File: src/rtl/sap_datapath.sv
// SAP-1 style datapath: program counter, memory address register, 16x8 RAM,
// instruction register, A/B/C registers, ALU, output register and a shared W bus.
// The sequencer drives a 16-bit control word.
// This block decodes that word, resolves the bus and updates the registers.
module sap_datapath (
    input  logic        CLK,
    input  logic        CLR,
    input  logic [15:0] con,
    output logic [3:0]  opcode,
    input  logic        prog_we,
    input  logic [3:0]  prog_addr,
    input  logic [7:0]  prog_data,
    output logic [7:0]  out_reg,
    output logic [7:0]  wbus,
    output logic        carry,
    output logic        zero,
    output logic        bus_err
);

    typedef logic [7:0] ram_t [16];

    logic       cp, ep, lm_n, ce_n, li_n, ei_n, la_n, ea, eb, ec, eu, lb_n, lc_n, lo_n;
    logic [1:0] alu_op;

    assign cp     = con[15];
    assign ep     = con[14];
    assign lm_n   = con[13];
    assign ce_n   = con[12];
    assign li_n   = con[11];
    assign ei_n   = con[10];
    assign la_n   = con[9];
    assign ea     = con[8];
    assign eb     = con[7];
    assign ec     = con[6];
    assign alu_op = con[5:4];
    assign eu     = con[3];
    assign lb_n   = con[2];
    assign lc_n   = con[1];
    assign lo_n   = con[0];

    logic [3:0] pc_q, pc_d, mar_q, mar_d;
    logic [7:0] ir_q, ir_d, a_q, a_d, b_q, b_d, c_q, c_d, out_q, out_d;
    logic       carry_q, carry_d, zero_q, zero_d, bus_err_q, bus_err_d;
    ram_t       ram_q, ram_d;

    logic [7:0] alu_res;
    logic       alu_carry;
    logic [8:0] sum9;
    logic [2:0] src_cnt;

    // ALU: subtraction is A + ~B + 1, so carry out high means "no borrow".
    always_comb begin
        sum9      = {1'b0, a_q} + {1'b0, (alu_op == 2'b01) ? ~b_q : b_q} + {8'h00, (alu_op == 2'b01)};
        alu_res   = sum9[7:0];
        alu_carry = 1'b0;
        case (alu_op)
            2'b00, 2'b01: begin
                alu_res   = sum9[7:0];
                alu_carry = sum9[8];
            end
            2'b10:   alu_res = a_q & b_q;
            default: alu_res = a_q | b_q;
        endcase
    end

    // Bus resolution: the highest-priority enabled source wins, and more than one source counts as contention.
    always_comb begin
        src_cnt = 3'(eu) + 3'(ea) + 3'(eb) + 3'(ec) + 3'(!ei_n) + 3'(!ce_n) + 3'(ep);
        if (eu)         wbus = alu_res;
        else if (ea)    wbus = a_q;
        else if (eb)    wbus = b_q;
        else if (ec)    wbus = c_q;
        else if (!ei_n) wbus = {4'h0, ir_q[3:0]};
        else if (!ce_n) wbus = ram_q[mar_q];
        else if (ep)    wbus = {4'h0, pc_q};
        else            wbus = 8'h00;
    end

    // Next-state: every active load strobe samples the pre-edge bus, and the PC counts only when it is not driving the bus.
    always_comb begin
        pc_d      = pc_q;
        mar_d     = mar_q;
        ir_d      = ir_q;
        a_d       = a_q;
        b_d       = b_q;
        c_d       = c_q;
        out_d     = out_q;
        carry_d   = carry_q;
        zero_d    = zero_q;
        bus_err_d = bus_err_q | (src_cnt > 3'd1);
        ram_d     = ram_q;
        if (cp && !ep) pc_d = pc_q + 4'd1;
        if (!lm_n)     mar_d = wbus[3:0];
        if (!li_n)     ir_d = wbus;
        if (!la_n)     a_d = wbus;
        if (!lb_n)     b_d = wbus;
        if (!lc_n)     c_d = wbus;
        if (!lo_n)     out_d = wbus;
        if (!la_n && eu) begin
            carry_d = alu_carry;
            zero_d  = (wbus == 8'h00);
        end
        if (prog_we)   ram_d[prog_addr] = prog_data;
    end

    // State registers: reset clears everything except RAM, which simply holds (so load-port writes are dropped during reset).
    always_ff @(posedge CLK or negedge CLR) begin
        if (!CLR) begin
            pc_q      <= 4'h0;
            mar_q     <= 4'h0;
            ir_q      <= 8'h00;
            a_q       <= 8'h00;
            b_q       <= 8'h00;
            c_q       <= 8'h00;
            out_q     <= 8'h00;
            carry_q   <= 1'b0;
            zero_q    <= 1'b0;
            bus_err_q <= 1'b0;
        end else begin
            pc_q      <= pc_d;
            mar_q     <= mar_d;
            ir_q      <= ir_d;
            a_q       <= a_d;
            b_q       <= b_d;
            c_q       <= c_d;
            out_q     <= out_d;
            carry_q   <= carry_d;
            zero_q    <= zero_d;
            bus_err_q <= bus_err_d;
            ram_q     <= ram_d;
        end
    end

    assign opcode  = ir_q[7:4];
    assign out_reg = out_q;
    assign carry   = carry_q;
    assign zero    = zero_q;
    assign bus_err = bus_err_q;

endmodule

File: config.mk
export PLATFORM = sky130hd
export DESIGN_NAME = sap_datapath
export DESIGN_NICKNAME = d
export VERILOG_FILES = /design/src/rtl/sap_datapath.sv
export SDC_FILE = /design/constraint.sdc
export NUM_CORES = 1
export LEC_CHECK = 0
export CORE_UTILIZATION = 34
export DETAILED_ROUTE_END_ITERATION = 8
export SETUP_SLACK_MARGIN = 0.1
export SLEW_MARGIN = 25
export SYNTH_ARGS = -nofsm -noshare
export SYNTH_HDL_FRONTEND = slang
export SYNTH_SLANG_ARGS = --single-unit
File: constraint.sdc
create_clock -name CLK -period 4.7 [get_ports CLK]
set_input_delay 0.94 -clock CLK [delete_from_list [all_inputs] [get_ports CLK]]
set_output_delay 0.94 -clock CLK [all_outputs]
set_load 0.005 [all_outputs]
==> run_results.csv <==
group,metric,value,unit
sta,slew-limit-headroom,0.2898,
logic_synthesis,synth_top_cell_by_area,"edfxtp_1",
detailed_routing,via_per_inst,5.179,
critical_path,crit_path_start_kind,"primary input",
sta,clock-skew-final,0.01691,ns
cts,htreeDepth,4,
grt,grt_pass1_vias,5208,
cts,cts_hold_repair.buffers,0,
power,p_comb_frac,0.259,
detailed_routing,wl_per_cell,20.54,µm
critical_path,reg2reg_slack,1.52,ns
floorplan,die_x,156.0,µm
power,power,4646,µW
logic_synthesis,synthArstFlopShare,0.2849,
power,leakagePower,0.003530,µW
power,p_sw,1434,µW
power,irDropWorstVdd,0.2770,mV
cts,clk_latency,0.44,ns
final_layout,stdcell_count,978,
min_path,hold_class,"primary input to asynchronous set/reset pin",
critical_path,reg2reg_to,"zero$_DFFE_PN0P_",
logic_synthesis,synth_edf_count,128,
placement,gp_congestion,0.8787,
final_layout,areaGrowthSynthToFinish,21.68,%
floorplan,die_h,156.0,µm
placement,hpwl,13540,µm
run,cap_violations,0,
final_layout,most-common-layout-cells,"edfxtp_1, nand2_1, dfrtp_1, clkdlybuf4s50_1, o21ai_0",
floorplan,core_area,22980,µm²
sta,rsz0062_at_grt,"no",
cts,numClockSinks,179,
sta,fmax,222.5,MHz
cts,cts_tree,"built",
detailed_routing,first_pass_iters,5,
final_layout,regMostFlops,"ram_q",
final_layout,fill_cells,2144,
power,seqPwrFrac,0.428,
detailed_routing,drt_wl_total,20090,µm
logic_synthesis,synth_fp_nets,618,
logic_synthesis,synth.avg_cell_area,14.13,µm²
placement,port_buffers,53,
logic_synthesis,syn_area,8066,µm²
logic_synthesis,yosysUniqueCellTypes,63,
grt,grt_max_degree,51,
final_layout,final_common_cell,"edfxtp_1",
detailed_routing,vias,5065,
sta,worst_hold_slack,0.3375,ns
power,swShare,0.3087,
cts,root_buffer,"clkbuf_16",
critical_path,crit_path_max_fanout,7,
logic_synthesis,ys.flop_type,"edfxtp_1",
sta,drv_slew,0,
logic_synthesis,synth_top_area_share,0.4765,
sta,worstMarginPinSlew,1.061,ns
placement,dpl.cell_count,939,
logic_synthesis,yosysSeqAreaShare,0.6347,
logic_synthesis,ys_top_cells_by_area,"edfxtp_1, dfrtp_1, mux4_2, o21ai_0, nand2_1",
cts,clk_pin_slew,0.07,ns
detailed_routing,antenna_left,0,
power,pwr_density_cell,473.3,nW/µm²
logic_synthesis,syn-instance-count,571,
cts,cts-buffers-inserted,17,
final_layout,seqCellArea,5121,µm²
final_layout,multi_input_area,2779,µm²
grt,grt_remaining_overflow,0,
power,power_frac_clock,0.313,
logic_synthesis,ys_ff_latch,179,
detailed_routing,detail_route.iter0.violations,414,
cts,clockBufferDepth,2,
sta,min_period_over_period,0.9561,
run_status,status,"finished clean",
critical_path,path_class,"primary input to output port",
sta,min_period,4.494,ns
final_layout,nets,699,
critical_path,startpoint,"con[5]",
final_layout,drive_gt1_frac,0.2090,
final_layout,largest_register_ffs,128,
critical_path,reg2regPathDepth,9,
detailed_routing,drc_errors,0,
final_layout,antennaDiodeCount,0,
floorplan,ios,54,
power,intPower,3211,µW
sta,finalSetupViolCount,0,
floorplan,dieArea,24350,µm²
floorplan,initial_core_util,0.3510,
critical_path,arrival,3.55,ns
grt,grtUsageTotal,0.1731,
sta,timing_hold_violations_final,0,
critical_path,rr_startpoint,"mar_q[1]$_DFFE_PN0N_",
logic_synthesis,synth_warnings,0,
grt,grt_first_pass_wirelength,30590,µm
grt,antenna_found_initial,0,
sta,fin_setup_tns,0,ns
floorplan,core.rowCount,55,
critical_path,cp-end-kind,"output port",
critical_path,required,3.76,ns
## power by group through the flow
stage | Clock (µW) | Combinational (µW) | Sequential [µW]
after floorplan | 0 | 723 | 1940
after global placement | 0 | 1100 | 2010
after detailed placement | 0 | 1130 | 2020
after CTS | 1470 | 1190 | 1990
after global routing | 1540 | 1310 | 2010
final | 1460 | 1200 | 1990
## worst max-delay path by stage
stage | end | cells after the start | slack (ns)
after global routing | wbus[2] | 12 | 0.10
after CTS | wbus[7] | 12 | 0.18
after global placement | wbus[7] | 12 | -0.31
final | wbus[2] | 12 | 0.21
after detailed placement | wbus[7] | 12 | -0.36
after floorplan | wbus[5] | 13 | 0.48
## cells in the mapped netlist, types with 2 or more instances
cell type	count
edfxtp_1	128
nand2_1	62
dfrtp_1	51
o21ai_0	48
mux4_2	28
nor2_1	22
inv_1	19
a21oi_1	16
ha_1	12
xnor2_1	12
mux2_2	10
mux2i_1	10
nand2b_1	10
o21ai_1	10
clkbuf_1	8
nor2b_1	8
buf_4	7
nand3_1	7
a211oi_1	6
and3_1	6
buf_2	6
nor3_1	6
buf_6	5
o22ai_1	5
buf_1	4
fa_1	4
a22oi_1	3
a31oi_1	3
maj3_1	3
nor4b_1	3
o2111ai_1	3
o211ai_1	3
o311ai_0	3
o31ai_1	3
xor2_1	3
a2111oi_0	2
a211o_1	2
and2_1	2
nand3b_1	2
nand4_1	2
nor3b_1	2
## layout make-up
class | instances | area share
Timing Repair Buffer | 93 | 0.08617
Inverter | 20 | 0.007648
Clock buffer | 18 | 0.04372
Sequential cell | 179 | 0.5217
Tap cell | 313 | 0.03990
Clock inverter | 14 | 0.01772
Multi-Input combinational cell | 341 | 0.2831
## worst max-delay path, cell delays in order
cell,delay (ns)
dlygate4sd2_1,0.26
nand2b_4,0.21
xnor2_2,0.18
buf_4,0.15
fa_2,0.34
buf_4,0.14
buf_4,0.12
xnor2_1,0.11
o211ai_1,0.19
o2111ai_1,0.28
inv_1,0.13
clkdlybuf4s50_1,0.50
## through the flow
step,util,worst slack [ns],area [µm²]
after global placement,0.3942,-0.3082,9061
after floorplan,-,0.4801,8066
after global routing,0.4271,0.1015,9816
after detailed placement,0.3944,-0.3612,9066
final,0.4271,0.2062,9816
after CTS,0.4248,0.1816,9763
## cell families after synthesis
| group | count (synthesis) | synth area share |
|---|---|---|
| buffers and inverters | 51 | 0.03381 |
| XOR/XNOR | 15 | 0.01629 |
| AO/OA/AOI/OAI | 123 | 0.09803 |
| flip-flops | 179 | 0.6347 |
| adder cells (fa/ha/maj) | 19 | 0.03226 |
| AND/OR/NAND/NOR | 136 | 0.08035 |
| multiplexers | 48 | 0.1045 |
## timing repair
item                       in CTS  in global routing
setup buffers                   4                  3
resized for setup              16                  8
pin swaps                       6                  4
setup endpoints to repair       7                  5
## metal layers
layer  routed length, µm  share of wire  global-route usage
met3                1014          0.050             0.03944
met2                9787           0.49              0.2823
met1                8873           0.44              0.2256
met5                   0              0                   0
met4                 411          0.020             0.06162
Note: power is estimated with default switching activity, not from simulation.
